==> src/rtl/ai_fifo_write_arbiter.sv <==
// Shares one AI FIFO write port among N_REQ producers using bounded round-robin bursts.
// Define AI_ARB_FIXED_PRIO_EN for lowest-index priority with preemption at the next accepted word.
module ai_fifo_write_arbiter #(
  parameter int N_REQ        = 4,
  parameter int DATA_WIDTH   = 32,
  parameter int BURST_LEN    = 16,
  parameter int IDLE_TIMEOUT = 8
) (
  input  logic                                  clk,
  input  logic                                  rst,
  input  logic [N_REQ-1:0]                      req_valid,
  input  logic [N_REQ-1:0]                      req_last,
  input  logic [N_REQ*DATA_WIDTH-1:0]           req_data,
  output logic [N_REQ-1:0]                      req_ready,
  input  logic                                  fifo_full,
  output logic                                  fifo_w_en,
  output logic [$clog2(N_REQ)+DATA_WIDTH-1:0]   fifo_data_in,
  output logic [$clog2(N_REQ)-1:0]              grant_id,
  output logic                                  busy
);

  localparam int ID_W = $clog2(N_REQ);
  localparam int BC_W = $clog2(BURST_LEN + 1);
  localparam int IC_W = $clog2(IDLE_TIMEOUT + 1);

  localparam logic [BC_W-1:0] BURST_MAX = BC_W'(BURST_LEN - 1);
  localparam logic [BC_W-1:0] BURST_TOP = BC_W'(BURST_LEN);
  localparam logic [IC_W-1:0] IDLE_MAX  = IC_W'(IDLE_TIMEOUT - 1);
  localparam logic [IC_W-1:0] IDLE_TOP  = IC_W'(IDLE_TIMEOUT);

  typedef enum logic [0:0] {IDLE, BURST} state_t;

  state_t                state_q, state_d;
  logic [ID_W-1:0]       grant_q;
  logic [ID_W-1:0]       rr_ptr_q;
  logic [BC_W-1:0]       burst_cnt_q;
  logic [IC_W-1:0]       idle_cnt_q;

  logic [ID_W-1:0]       winner;
  logic                  owner_valid;
  logic                  owner_last;
  logic [DATA_WIDTH-1:0] owner_data;
  logic                  accept;
  logic                  preempt;
  logic                  burst_done;

  // Mux out the current owner's request signals
  always_comb begin
    owner_valid = 1'b0;
    owner_last  = 1'b0;
    owner_data  = '0;
    for (int i = 0; i < N_REQ; i++) begin
      if (grant_q == ID_W'(i)) begin
        owner_valid = req_valid[i];
        owner_last  = req_last[i];
        owner_data  = req_data[i*DATA_WIDTH +: DATA_WIDTH];
      end
    end
  end

`ifdef AI_ARB_FIXED_PRIO_EN
  // Lowest valid index wins; any lower valid index forces release on the next accepted word
  always_comb begin
    winner  = '0;
    preempt = 1'b0;
    for (int i = N_REQ - 1; i >= 0; i--) begin
      if (req_valid[i]) winner = ID_W'(i);
    end
    for (int i = 0; i < N_REQ; i++) begin
      if (ID_W'(i) < grant_q && req_valid[i]) preempt = 1'b1;
    end
  end
`else
  logic [ID_W-1:0] rr_idx;

  // Scan from farthest to nearest so the first valid index after rr_ptr is the final winner
  always_comb begin
    winner  = '0;
    rr_idx  = '0;
    preempt = 1'b0;
    for (int k = N_REQ; k >= 1; k--) begin
      rr_idx = ID_W'((int'(rr_ptr_q) + k) % N_REQ);
      if (req_valid[rr_idx]) winner = rr_idx;
    end
  end
`endif

  always_comb begin
    busy         = (state_q == BURST) && !rst;
    accept       = busy && owner_valid && !fifo_full;
    fifo_w_en    = accept;
    fifo_data_in = accept ? {grant_q, owner_data} : '0;
    grant_id     = rst ? '0 : grant_q;
    req_ready    = '0;
    for (int i = 0; i < N_REQ; i++) begin
      if (accept && grant_q == ID_W'(i)) req_ready[i] = 1'b1;
    end
    burst_done = (accept && (owner_last || burst_cnt_q == BURST_MAX || preempt)) ||
                 (!owner_valid && idle_cnt_q == IDLE_MAX);
  end

  always_comb begin
    state_d = state_q;
    case (state_q)
      IDLE:    if (|req_valid) state_d = BURST;
      BURST:   if (burst_done) state_d = IDLE;
      default: state_d = IDLE;
    endcase
  end

  // Stalls on fifo_full leave idle_cnt untouched so backpressure never revokes a grant
  always_ff @(posedge clk) begin
    if (rst) begin
      state_q     <= IDLE;
      grant_q     <= '0;
      rr_ptr_q    <= ID_W'(N_REQ - 1);
      burst_cnt_q <= '0;
      idle_cnt_q  <= '0;
    end else begin
      state_q <= state_d;
      case (state_q)
        IDLE: begin
          if (|req_valid) begin
            grant_q     <= winner;
`ifndef AI_ARB_FIXED_PRIO_EN
            rr_ptr_q    <= winner;
`endif
            burst_cnt_q <= '0;
            idle_cnt_q  <= '0;
          end
        end
        BURST: begin
          if (accept) begin
            if (burst_cnt_q != BURST_TOP) burst_cnt_q <= burst_cnt_q + BC_W'(1);
            idle_cnt_q <= '0;
          end else if (!owner_valid && idle_cnt_q != IDLE_TOP) begin
            idle_cnt_q <= idle_cnt_q + IC_W'(1);
          end
        end
        default: ;
      endcase
    end
  end

endmodule
==> config.mk <==
export PLATFORM = sky130hd
export DESIGN_NAME = ai_fifo_write_arbiter
export DESIGN_NICKNAME = d
export VERILOG_FILES = /design/src/rtl/ai_fifo_write_arbiter.sv
export SDC_FILE = /design/constraint.sdc
export NUM_CORES = 1
export LEC_CHECK = 0
export CORE_ASPECT_RATIO = 0.75
export CORE_MARGIN = 4
export CORE_UTILIZATION = 31
export CTS_CLUSTER_DIAMETER = 80
export CTS_CLUSTER_SIZE = 20
export DETAILED_ROUTE_END_ITERATION = 12
export PLACE_DENSITY = 0.86
export RECOVER_POWER = 25
export SLEW_MARGIN = 10
export SYNTH_ARGS = -nofsm -noshare
export SYNTH_HDL_FRONTEND = slang
export SYNTH_SLANG_ARGS = --single-unit
export TNS_END_PERCENT = 20
==> constraint.sdc <==
create_clock -name clk -period 2.7 [get_ports clk]
set_clock_uncertainty 0.2 [all_clocks]
set_input_delay 0.54 -clock clk [delete_from_list [all_inputs] [get_ports clk]]
set_output_delay 0.54 -clock clk [all_outputs]
set_load 0.02 [all_outputs]
* Word-level counts from Yosys, hierarchy flattened
Cells that the tools add are included.
** Storage, ports and cells
- Register bits :: 14
- Bits of input ports :: 139
- Output and inout bits :: 42
- Logic and storage cells :: 88
** Operators by class
- Bitwise logic cells :: 1
- Mux-type cells :: 41
- Add/subtract/negate cells :: 6
- Equal/unequal tests :: 11
- Magnitude comparators :: 4
- Reductions and logical operators :: 20
** Operators by type and width (count)
- 32-bit two-way mux :: 4
- 34-bit two-way mux :: 1
- 1-bit two-way mux :: 18
- 5-bit two-way mux :: 3
- 2-bit by 3-bit < comparator with 1-bit output, second input constant :: 4
- 4-bit two-way mux :: 3
- 1-bit logical AND :: 10
- 2-bit two-way mux :: 5
- 5-bit case mux with 2 select lines :: 1
- 1-bit binary-select mux with 2-bit select :: 4
- 4-bit case mux with 2 select lines :: 1
- 5-bit by 1-bit adder with 5-bit output, second input constant :: 1
- 5-bit by 4-bit == test with 1-bit output, second input constant :: 1
- 5-bit != test, second input constant :: 1
- 2-bit by 1-bit adder with 2-bit output, second input constant :: 2
- 2-bit adder, second input constant :: 2
- 4-bit by 1-bit adder with 4-bit output, second input constant :: 1
- 2-bit == test, second input constant :: 2
- 4-bit by 3-bit == test with 1-bit output, second input constant :: 1
- 2-bit != test, second input constant :: 2
- 4-bit != test, second input constant :: 1
- 2-bit AND reduction :: 2
- 4-bit OR reduction :: 1
- 1-bit zero test :: 3
- 8 further kinds :: 9

* Logic depth before layout (Yosys ltp)
Gate-level depths: netlist of the first run.
- Depth in word-level cells :: 11
- Depth in mapped cells :: 6

* Least setup slack after synthesis of the first run
Ideal clock, no wire load.
- Path kind :: input-to-output
- Start :: input port req_valid[3]
- End :: output port fifo_data_in[10]
- Arrival time :: 1.631 ns
- Setup slack :: 0.329 ns
- Stages :: 4
- Path through :: mux4_2 > buf_2 > clkbuf_1 > and3_1
** Between the ends
- Word-level cells in the longest chain between the ends :: 4
** Ends and longest elaborated chain
- start, declared :: line 11 : input logic [N_REQ-1:0] req_valid,
- 1-bit two-way mux :: line 53 : if (grant_q == ID_W'(i)) begin
- 1-bit logical AND (2 in series) :: line 90 : accept = busy && owner_valid && !fifo_full;
- 34-bit two-way mux :: line 92 : fifo_data_in = accept ? {grant_q, owner_data} : '0;
- end, declared :: line 17 : output logic [$clog2(N_REQ)+DATA_WIDTH-1:0] fifo_data_in,
Every way passes these cells.

* Worst setup path after layout of the first run
- Start :: register grant_q[0]
- End :: output port fifo_data_in[12]
** Between the ends
- Word-level cells in the longest chain between the ends :: 8
** Ends and longest elaborated chain
- start, declared :: line 34 : logic [ID_W-1:0] grant_q;
- start signal, assigned :: line 124 : grant_q <= winner;
- 2-bit zero test :: line 53
- 1-bit two-way mux (4 in series) :: line 53
- 1-bit logical AND (2 in series) :: line 90
- 34-bit two-way mux (*) :: line 92
Mark *: on every way between the ends. The rest lies on a longest branch, timed or not.

==> qor.yml, run 1 <==
sta:
  max_slew_margin_pct: 75.17
  whs_ns: 0.2855
  drv_slew: 0
  clock.fmax_mhz: 372.4
  setup_viol_count_final: 0
  hold_viol_final: 0
  period_needed_ns: 2.685
  tightest_slew_ns: 0.3724
  setup_slack_ns: 0.01462
  fin_setup_tns_ns: 0
  rsz0062_at_grt: "true"
  post-route-period-util_pct: 99.46
die:
  die_h_microns: 75.52
  die-width_microns: 98.03
  io_pins: 181
  die_area_sq_mm: 0.007403
  core_area_sq_mm: 0.005856
  rows: 24
  initial_core_util_pct: 32.18
synth:
  synth_cells: 179
  synth-seq-area-share_pct: 14.87
  avgSynthCellArea_sq_um: 10.53
  ys.flop_type: "dfxtp_1"
  ys_types: 40
  synthArstFlopShare_pct: 0
  synth_area_sq_mm: 0.001884
  synth_edf_count: 0
  yosys_register_bits: 14
  syn_nets: 323
  yosysWarnings: 0
layout:
  final_area_sq_mm: 0.004035
  final_common_cell: "clkdlybuf4s50_1"
  drive_above_1_share_pct: 33.69
  final_cell_mix: "134 x clkdlybuf4s50_1, 34 x mux4_2, 28 x buf_2"
  n_antenna_cell: 0
  final_nets: 523
  areaGrowthSynthToFinish_pct: 114.1
global_routing:
  grt_pass1_wl_microns: 14140
  grt_remaining_overflow: 0
  antenna_found_initial: 0
  grt_use_total_pct: 24.88
  grt_max_degree: 30
  grt_pass1_vias: 2599
setup_path:
  arrival_ns: 1.95
  cp_common_cell: "buf_12"
  critPathCaptureType: "output pin"
  max_stage_delay_ns: 0.59
  cp.required_ns: 1.96
  worst_setup_path_start_kind: "register"
  cp_slowest_cell: "mux4_2"
  path_cells: "mux4_2 -> buf_12 -> buf_12 -> buf_16 -> and3_4 -> buf_6"
  critical_path_peak_fanout: 10
  critPathKind: "reg2out"
placement:
  dpl.hpwl_microns: 7445
  dpl_worst_slack_ns: -0.4556
  placed_cell_area_sq_mm: 0.003915
  gp_congestion: 0.9573
  io_buffers: 180
cts:
  clk_pin_slew_ns: 0.06
  clock_path_buffers: 2
  cts_tree: "done"
  cts.root.buffer_cell: "clkbuf_8"
  numCtsBuffers: 3
  h-tree-depth: 1
  cts_sinks: 14
  worstSkewPairLatency_ns: 0.24
power_and_ir_drop:
  sw_frac_of_total_pct: 31.94
  peakVddDrop_mv: 0.2397
  total_power_w: 0.001237
  pwr-share-clk_pct: 14.0
  leakage_nw: 1.764
  switchingPower_w: 0.0003952
  power_density_mw_per_mm2: 306.6
  seqPwrFrac_pct: 19.7
  internal-power_w: 0.0008421
  comb_power_share_pct: 66.3
detailed_routing:
  ant_nets: 0
  drt-vias-per-instance: 5.396
  drtIter0Drc: 115
  route.detailed.drc: 0
  dr.pass1.iters: 4
  drt_wl_total_microns: 9579
  vias: 2455
  wl_per_cell_microns: 21.05
min_path:
  hp-class: "reg2reg"
status:
  status: "finished, final reports clean"
job:
  drv_cap: 0
[synth_stat cells, drive strengths merged (2+ instances only)]
cell    instances  share of area, %
nand3           3              0.80
a22o            2              0.93
o21ai           2              0.53
and3           36                12
mux2            3               1.8
xor2            2              0.93
nor2b           3               1.0
nand2           3              0.60
mux2i           2               1.1
nor3            3              0.80
and4b           2               1.1
mux4           34                41
and2            2              0.66
a21oi           2              0.53
clkbuf         11               2.2
and3b           2              0.93
o22ai           2              0.66
buf             6               1.7
ha              5               3.3
nor2            7               1.4
nor4            2              0.66
nand2b          2              0.66
inv            13               2.6
a211o           2              0.93
dfxtp          14                15
[worst max-delay path: cells and delay by family (launching register included)]
family                 cells  cell delay (ns)
buffers and inverters      4             0.54
DFF                        1             0.39
muxes                      1             0.59
and+or+nand+nor            1             0.17
[layout make-up]
class,instances,area [sq um]
Multi-Input combinational cell,135,1540
Clock buffer,3,41.29
Inverter,13,48.80
Tap cell,78,97.59
Fill cell,460,1821
Timing Repair Buffer,212,2022
Sequential cell,14,285.3
[registers in the layout, summed over array words and instances (netlist names)]
register,count
burst_cnt_q,5
idle_cnt_q,4
grant_q,2
rr_ptr_q,2
state_q,1
[final timing paths]
| kind | startpoint | end | slack, ns | depth (start not counted) |
|---|---|---|---|---|
| max | grant_q[0] | fifo_data_in[12] | 0.01 | 6 |
| min reg2reg | burst_cnt_q[4] | burst_cnt_q[4] | 0.29 | 1 |
| min | burst_cnt_q[4] | burst_cnt_q[4] | 0.29 | 1 |
| max reg2reg | grant_q[0] | idle_cnt_q[0] | 0.12 | 7 |
[power groups by stage]
| stage | clock network [W] | logic [W] | registers (W) |
|---|---|---|---|
| finish | 0.000173 | 0.000821 | 0.000244 |
| global route | 0.000188 | 0.000869 | 0.000246 |
| CTS | 0.000176 | 0.000826 | 0.000243 |
| detailed placement | 0 | 0.000731 | 0.000247 |
| global placement | 0 | 0.000719 | 0.000246 |
| floorplan | 0 | 0.000367 | 0.000240 |
[metal layers]
layer	up-vias	routed length, microns	track usage, %	part of all wire, %
met5	-	0	0	0
met4	0	284	6.912	3.0
met3	22	851	6.130	8.9
met2	139	4797	45.70	50
met1	1183	3646	29.70	38
li1	1111	-	-	-
[stage by stage]
stage / util [%] / cells
6_report: 68.91 / 455
5_1_grt: 68.91 / 455
2_1_floorplan: - / 179
3_3_place_gp: 66.86 / 443
3_5_place_dp: 66.86 / 443
4_1_cts: 69.59 / 452
[timing repair]
action | in CTS | in global routing
resized for setup | 198 | 11
setup buffers | 3 | 2
hold buffers | 0 | 0
endpoints found under the setup margin | 40 | 25
cloned | 3 | 1
pin swaps | 1 | 1
[logic make-up (layout without fill, tap and decap cells)]
logic type      after synthesis  count (layout)  synth area share (%)
mux                          39              39                 43.49
simple gates                 70              70                 22.64
fa+ha+maj                     5               5                 3.320
compound gates               19              19                 8.235
buf+inv                      30             228                 6.507
xor+xnor                      2               2                0.9298
flops                        14              14                 14.87
(Power assumes the default switching activity.)
==> inputs of run 2 (changes only) <==
--- a/config.mk
+++ b/config.mk
@@ -11,6 +11,7 @@
 export CTS_CLUSTER_DIAMETER = 80
 export CTS_CLUSTER_SIZE = 20
 export DETAILED_ROUTE_END_ITERATION = 12
+export GPL_TIMING_DRIVEN = 0
 export PLACE_DENSITY = 0.86
 export RECOVER_POWER = 25
 export SLEW_MARGIN = 10
==> run 2 against run 1 <==
Largest cell class unchanged. Non-clock buffer count is 10 lower. Critical path depth is 2 lower. Cell area decreased by 5.8%. Critical endpoint is now fifo_data_in[0].
==> qor.yml, run 2 (synthesis gave the netlist of run 1 again) <==
power_and_ir_drop:
  internal-power_w: 0.0008097  # -3.8%
  sw_frac_of_total_pct: 31.54  # -0.40 points
  power_density_mw_per_mm2: 311.3  # +1.5%
  leakage_nw: 1.701  # -3.6%
  peakVddDrop_mv: 0.3771  # +57%
  comb_power_share_pct: 61.7  # -4.6 points
  switchingPower_w: 0.0003731  # -5.6%
  total_power_w: 0.001183  # -4.4%
  pwr-share-clk_pct: 17.9  # +3.9 points
  seqPwrFrac_pct: 20.4  # +0.7 points
sta:
  setup_viol_count_final: 0  # unchanged
  whs_ns: 0.2804  # -0.005127 ns
  drv_slew: 0  # unchanged
  post-route-period-util_pct: 98.74  # -0.72 points
  clock.fmax_mhz: 375.1  # +0.73%
  hold_viol_final: 0  # unchanged
  rsz0062_at_grt: "false"
  period_needed_ns: 2.666  # -0.01936 ns
  tightest_slew_ns: 0.6337  # +0.2613 ns
  max_slew_margin_pct: 57.31  # -18 points
cts:
  clock_path_buffers: 2  # unchanged
  numCtsBuffers: 3  # unchanged
  cts_sinks: 14  # unchanged
  clk_pin_slew_ns: 0.06  # about the same
  cts.root.buffer_cell: "clkbuf_8"
  worstSkewPairLatency_ns: 0.25  # about the same
  h-tree-depth: 1  # unchanged
  cts_tree: "done"
detailed_routing:
  wl_per_cell_microns: 20.22  # -4.0%
  vias: 2334  # -4.9%
  dr.pass1.iters: 4  # unchanged
  drt-vias-per-instance: 5.233  # -3.0%
  drtIter0Drc: 78  # -32%
  route.detailed.drc: 0  # unchanged
  ant_nets: 0  # unchanged
  drt_wl_total_microns: 9017  # -5.9%
setup_path:
  arrival_ns: 1.93  # -0.02 ns
  r2r_slack_ns: 0.66  # +0.54 ns
  max_stage_delay_ns: 0.47  # -0.12 ns
  rr_worst_depth: 5  # -2
  r2r-start: "grant_q[0]"
  critPathKind: "in2out"
  critical_path_peak_fanout: 1  # -9
  cp.required_ns: 1.96  # about the same
  critPathCaptureType: "output pin"
  worst_setup_path_start_kind: "input port"
  rr_endpoint: "burst_cnt_q[0]"
  path_cells: "clkdlybuf4s50_1 -> mux4_2 -> and3_1 -> clkdlybuf4s15_1"
  cp_slowest_cell: "mux4_2"
die:
  rows: 24  # unchanged
  die_h_microns: 75.52  # unchanged
  core_area_sq_mm: 0.005856  # unchanged
  initial_core_util_pct: 32.18  # unchanged
  die_area_sq_mm: 0.007403  # unchanged
  io_pins: 181  # unchanged
  die-width_microns: 98.03  # unchanged
layout:
  utilization_pct: 64.89  # -4.0 points
  largest_reg_flops: 5  # unchanged
  drive_above_1_share_pct: 27.45  # -6.2 points
  reg_top3: "burst_cnt_q x5, idle_cnt_q x4"
  final_cell_mix: "135 x clkdlybuf4s50_1, 36 x and3_1, 34 x mux4_2"
  regMostFlops: "burst_cnt_q"
  areaGrowthSynthToFinish_pct: 101.7
  n_antenna_cell: 0  # unchanged
  final_area_sq_mm: 0.003800  # -5.8%
  final_common_cell: "clkdlybuf4s50_1"
  final_nets: 513  # -1.9%
  final_cells: 446  # -2.0%
placement:
  io_buffers: 180  # unchanged
  placed_cell_area_sq_mm: 0.003784  # -3.4%
  place_inst: 437  # -1.4%
  dpl.hpwl_microns: 7531  # +1.2%
  gp_congestion: 0.9707  # +1.4%
global_routing:
  grt_remaining_overflow: 0  # unchanged
  grt_pass1_vias: 2379  # -8.5%
  grt_pass1_wl_microns: 13320  # -5.8%
  antenna_found_initial: 0  # unchanged
  grt_max_degree: 11  # -63%
  grt_use_total_pct: 23.38  # -1.5 points
min_path:
  min_to: "burst_cnt_q[4]"
  holdCritStartpoint: "burst_cnt_q[4]"
  hp-class: "reg2reg"
  min_path_cells: 1  # unchanged
status:
  status: "finished, final reports clean"
job:
  drv_cap: 0  # unchanged
-- run 2: cell type report --
| class | count | area (sq um) |
|---|---|---|
| inverter | 13 | 48.80 |
| tap | 78 | 97.59 |
| sequential | 14 | 280.3 |
| buffer | 17 | 171.4 |
| timing repair buffer | 185 | 1659 |
| clock buffer | 4 | 55.05 |
| multi-input combinational | 135 | 1488 |
| fill | 510 | 2056 |
-- run 2: worst max path at each step --
stage / start / cells past startpoint / end / slack, ns
3_3_place_gp: rst / 6 / fifo_data_in[7] / -1.03
2_1_floorplan: req_valid[3] / 4 / fifo_data_in[10] / 0.33
6_report: req_data[96] / 4 / fifo_data_in[0] / 0.03
5_1_grt: grant_q[0] / 5 / fifo_data_in[5] / 0.007
4_1_cts: req_valid[2] / 6 / fifo_data_in[8] / -0.16
3_5_place_dp: rst / 6 / fifo_data_in[7] / -1.06
-- run 2: critical path, delay by kind of cell --
family,cells,cell delay [ns]
simple gates,1,0.19
mux,1,0.47
buf+inv,2,0.73
-- run 2: stage by stage --
stage	setup TNS (ns)	worst slack, ns
final	0	0.03398
after CTS	-0.8787	-0.1558
after global routing	0	0.007234
after global placement	-35.20	-1.034
after detailed placement	-35.91	-1.057
after floorplan	0	0.3290
-- run 2: repair_timing --
item                       in CTS  in global routing
cloned                          0                  2
resized for setup             168                 25
pin swaps                       0                  1
setup endpoints to repair      42                 40
hold buffers                    0                  0
buffers inserted                1                  2
-- run 2: power by group through the flow --
stage               clock network [W]  logic [W]  registers, W
floorplan                           0   0.000367      0.000240
global placement                    0   0.000679      0.000244
detailed placement                  0   0.000688      0.000245
CTS                          0.000216   0.000713      0.000241
global route                 0.000222   0.000780      0.000245
finish                       0.000211   0.000730      0.000241
-- run 2: layer usage --
layer	global-route usage, %	up-vias	part of all wire [%]
met1	28.39	1131	41
met2	44.95	103	52
met4	2.765	0	0.75
li1	-	1094	-
met3	4.758	6	6.8
met5	0	-	0
==> inputs of run 3 (changes only) <==
--- a/config.mk
+++ b/config.mk
@@ -5,15 +5,17 @@
 export SDC_FILE = /design/constraint.sdc
 export NUM_CORES = 1
 export LEC_CHECK = 0
+export ABC_AREA = 1
 export CORE_ASPECT_RATIO = 0.75
 export CORE_MARGIN = 4
-export CORE_UTILIZATION = 31
+export CORE_UTILIZATION = 33
+export CTS_BUF_LIST = sky130_fd_sc_hd__clkbuf_4 sky130_fd_sc_hd__clkbuf_8
 export CTS_CLUSTER_DIAMETER = 80
 export CTS_CLUSTER_SIZE = 20
 export DETAILED_ROUTE_END_ITERATION = 12
 export GPL_TIMING_DRIVEN = 0
-export PLACE_DENSITY = 0.86
-export RECOVER_POWER = 25
+export PLACE_DENSITY = 0.87
+export RECOVER_POWER = 50
 export SLEW_MARGIN = 10
 export SYNTH_ARGS = -nofsm -noshare
 export SYNTH_HDL_FRONTEND = slang
==> run 3 against run 2 <==
Non-clock buffer count rose by 11. Cell area rose by 7.2%. Critical path depth rose by 6. First-iteration DRC count rose to 3.2 times the previous value. Routed wire length grew 22%. Power increased by 27%. Hold slack gained 0.027 ns. Sequential share of layout area decreased by 0.38 points. Register-to-register slack improved by 0.15 ns. Cell count is 42% higher. Via count up 44%. Worst setup slack better by 0.047 ns. Largest power group unchanged.
==> qor.yml, run 3 <==
global_routing:
  grt_max_degree: 11  # unchanged
  grt_pass1_vias: 3072  # +29%
  grt_remaining_overflow: 0  # unchanged
  grt_pass1_wl_microns: 16820  # +26%
  grt_use_total_pct: 27.31  # +3.9 points
  antenna_found_initial: 0  # unchanged
cts:
  h-tree-depth: 1  # unchanged
  cts_sinks: 14  # unchanged
  worstSkewPairLatency_ns: 0.25  # about the same
  clk_pin_slew_ns: 0.06  # about the same
  numCtsBuffers: 3  # unchanged
  cts.root.buffer_cell: "clkbuf_8"
  cts_tree: "done"
  clock_path_buffers: 2  # unchanged
synth:
  synth_common_cells: "102 x nand2_1, 63 x nor2_1, 23 x nand3_1, 22 x inv_1, 22 x o21ai_0"
  avgSynthCellArea_sq_um: 5.648  # -46%
  yosysWarnings: 0  # unchanged
  yosys-top-cells-area: "nand2_1 19%, dfxtp_1 14%, nor2_1 12%, a311oi_1 6.4%, nand3_1 5.6%"
  synth-seq-area-share_pct: 13.63  # -1.2 points
  synth_top_area_share_pct: 18.62  # -22 points
  ys.flop_type: "dfxtp_1"
  ys_types: 30  # -25%
  synth.most_common_cell: "nand2_1"
  yosys_register_bits: 14  # unchanged
  synth_area_leader_cell: "nand2_1"
  synth_edf_count: 0  # unchanged
  synth_area_sq_mm: 0.002056  # +9.1%
  synthArstFlopShare_pct: 0  # unchanged
  synth_cells: 364  # +100%
  syn_nets: 508  # +57%
die:
  core_area_sq_mm: 0.005916  # +1.0%
  io_pins: 181  # unchanged
  die_area_sq_mm: 0.007569  # +2.2%
  die-width_microns: 99.14  # +1.1%
  die_h_microns: 76.35  # +1.1%
  rows: 24  # unchanged
  initial_core_util_pct: 34.75  # +2.6 points
power_and_ir_drop:
  switchingPower_w: 0.0006906  # +85%
  peakVddDrop_mv: 0.2199  # -42%
  sw_frac_of_total_pct: 46.08  # +15 points
  internal-power_w: 0.0008081  # -0.20%
  seqPwrFrac_pct: 17.7  # -2.7 points
  leakage_nw: 1.766  # +3.8%
  pwr-share-clk_pct: 14.0  # -3.9 points
  comb_power_share_pct: 68.2  # +6.5 points
  power_density_mw_per_mm2: 367.8  # +18%
  total_power_w: 0.001499  # +27%
status:
  status: "finished, final reports clean"
layout:
  final_nets: 702  # +37%
  final_common_cell: "clkdlybuf4s50_1"
  final_cell_mix: "134 x clkdlybuf4s50_1, 101 x nand2_1, 62 x nor2_1"
  areaGrowthSynthToFinish_pct: 98.23
  fill_cells: 494  # -3.1%
  largest_reg_flops: 5  # unchanged
  n_antenna_cell: 0  # unchanged
  drive_above_1_share_pct: 18.85  # -8.6 points
  final_area_sq_mm: 0.004075  # +7.2%
  reg_top3: "burst_cnt_q x5, idle_cnt_q x4"
  regMostFlops: "burst_cnt_q"
detailed_routing:
  ant_nets: 0  # unchanged
  wl_per_cell_microns: 17.29  # -14%
  drt-vias-per-instance: 5.279  # +0.87%
  vias: 3352  # +44%
  drtIter0Drc: 252  # +220%
  drt_wl_total_microns: 10980  # +22%
  route.detailed.drc: 0  # unchanged
  dr.pass1.iters: 5  # +1
setup_path:
  cp_num_buf_inv: 5  # +3
  path_cells: "clkdlybuf4s15_1 -> inv_2 -> nand2_1 -> nand3_2 -> nand2_2 -> nand2_4 -> buf_4 -> buf_4 -> o21ai_0 -> buf_2"
  cp_slowest_cell: "clkdlybuf4s15_1"
  r2r-start: "grant_q[1]"
  critical_path_peak_fanout: 10  # +9
  critPathCaptureType: "output pin"
  cp_common_cell: "buf_4"
  worst_setup_path_start_kind: "input port"
  crit_start: "req_valid[2]"
  max_stage_delay_ns: 0.20  # -0.27 ns
  critPathKind: "in2out"
  arrival_ns: 1.88  # -0.05 ns
  cpLargestDelayFamily: "buffers and inverters"
  cp.required_ns: 1.96  # about the same
placement:
  dpl.hpwl_microns: 8753  # +16%
  placed_cell_area_sq_mm: 0.003945  # +4.3%
  gp_congestion: 0.9141  # -5.8%
  io_buffers: 179  # -0.56%
sta:
  max_slew_margin_pct: 64.31  # +7.0 points
  drv_slew: 0  # unchanged
  whs_ns: 0.3073  # +0.02693 ns
  hold_viol_final: 0  # unchanged
  clock.fmax_mhz: 381.9  # +1.8%
  setup_viol_count_final: 0  # unchanged
  post-route-period-util_pct: 96.99  # -1.8 points
  period_needed_ns: 2.619  # -0.04738 ns
  tightest_slew_ns: 0.5353  # -0.09835 ns
min_path:
  hp-class: "reg2reg"
  holdCritStartpoint: "burst_cnt_q[4]"
job:
  drv_cap: 0  # unchanged
-- run 3: cell count changes after synthesis, sizes merged, moves of 8 or more --
| cell | change |
|---|---|
| mux4 | -34 |
| nor2 | +57 |
| nand3 | +21 |
| o21ai | +29 |
| o221ai | +13 |
| a21oi | +10 |
| buf | +8 |
| a311oi | +15 |
| inv | +14 |
| nand2 | +111 |
| and3 | -36 |
-- run 3: worst paths after layout --
check	endpoint	slack [ns]	depth (start not counted)
worst min register to register	burst_cnt_q[4]	0.31	2
worst max-delay path	fifo_data_in[22]	0.08	10
worst max register to register	burst_cnt_q[0]	0.81	12
worst min-delay path	burst_cnt_q[4]	0.31	2
-- run 3: cells by family (layout without fill, tap and decap cells) --
family | count (synthesis) | after routing | share of synthesized area [%]
buffers and inverters | 51 | 244 | 11.02
adder cells (fa/ha/maj) | 5 | 5 | 3.043
AO/OA/AOI/OAI | 79 | 79 | 27.21
flip-flops | 14 | 14 | 13.63
AND/OR/NAND/NOR | 212 | 212 | 43.82
XOR/XNOR | 3 | 3 | 1.278
-- run 3: metal layers --
layer | share of wire [%] | global-route usage (%) | up-vias | routed length (microns)
met4 | 1.8 | 4.775 | 0 | 197
met2 | 47 | 45.64 | 186 | 5214
met1 | 42 | 36.72 | 1519 | 4604
met5 | 0 | 0 | - | 0
li1 | - | - | 1627 | -
met3 | 8.8 | 5.215 | 20 | 964
-- run 3: power by group through the flow --
| stage | Clock (W) | Combinational, W | Sequential, W |
|---|---|---|---|
| after global routing | 0.000224 | 0.00112 | 0.000268 |
| final | 0.000210 | 0.00102 | 0.000266 |
| after detailed placement | 0 | 0.000975 | 0.000261 |
| after CTS | 0.000215 | 0.000976 | 0.000257 |
| after floorplan | 0 | 0.000556 | 0.000255 |
| after global placement | 0 | 0.000950 | 0.000259 |
-- run 3: cell type report --
class | count | area [sq um] | share of cell area [%]
well taps | 78 | 97.59 | 2.395
plain buffers | 23 | 140.1 | 3.439
inverters | 27 | 111.4 | 2.733
multi-input cells | 299 | 1570 | 38.53
repair buffers | 190 | 1815 | 44.55
flip-flops and latches | 14 | 285.3 | 7.000
clock buffers | 4 | 55.05 | 1.351
-- run 3: worst min-delay path, delay by kind of cell, from the launching register on --
family / cells / cell delay [ns]
AO/OA/AOI/OAI: 1 / 0.06
flip-flops: 1 / 0.33
AND/OR/NAND/NOR: 1 / 0.07
-- run 3: metrics by stage --
| step | worst slack [ns] | TNS [ns] | util [%] | cells |
|---|---|---|---|---|
| after detailed placement | -0.7498 | -24.72 | 66.69 | 621 |
| after floorplan | 0.1608 | 0 | - | 364 |
| after global routing | -0.01349 | -0.01349 | 68.89 | 635 |
| after global placement | -0.7101 | -23.45 | 66.69 | 621 |
| after CTS | 0.0001674 | 0 | 67.70 | 631 |
| final | 0.08136 | 0 | 68.89 | 635 |
-- run 3: repair_timing --
item | in CTS | in global routing
gates resized for setup | 190 | 29
setup buffers | 5 | 5
hold buffers | 0 | 0
endpoints found under the hold margin | 0 | 0
endpoints found under the setup margin | 40 | 38
pin swaps | 4 | 3
gates cloned | 1 | 0
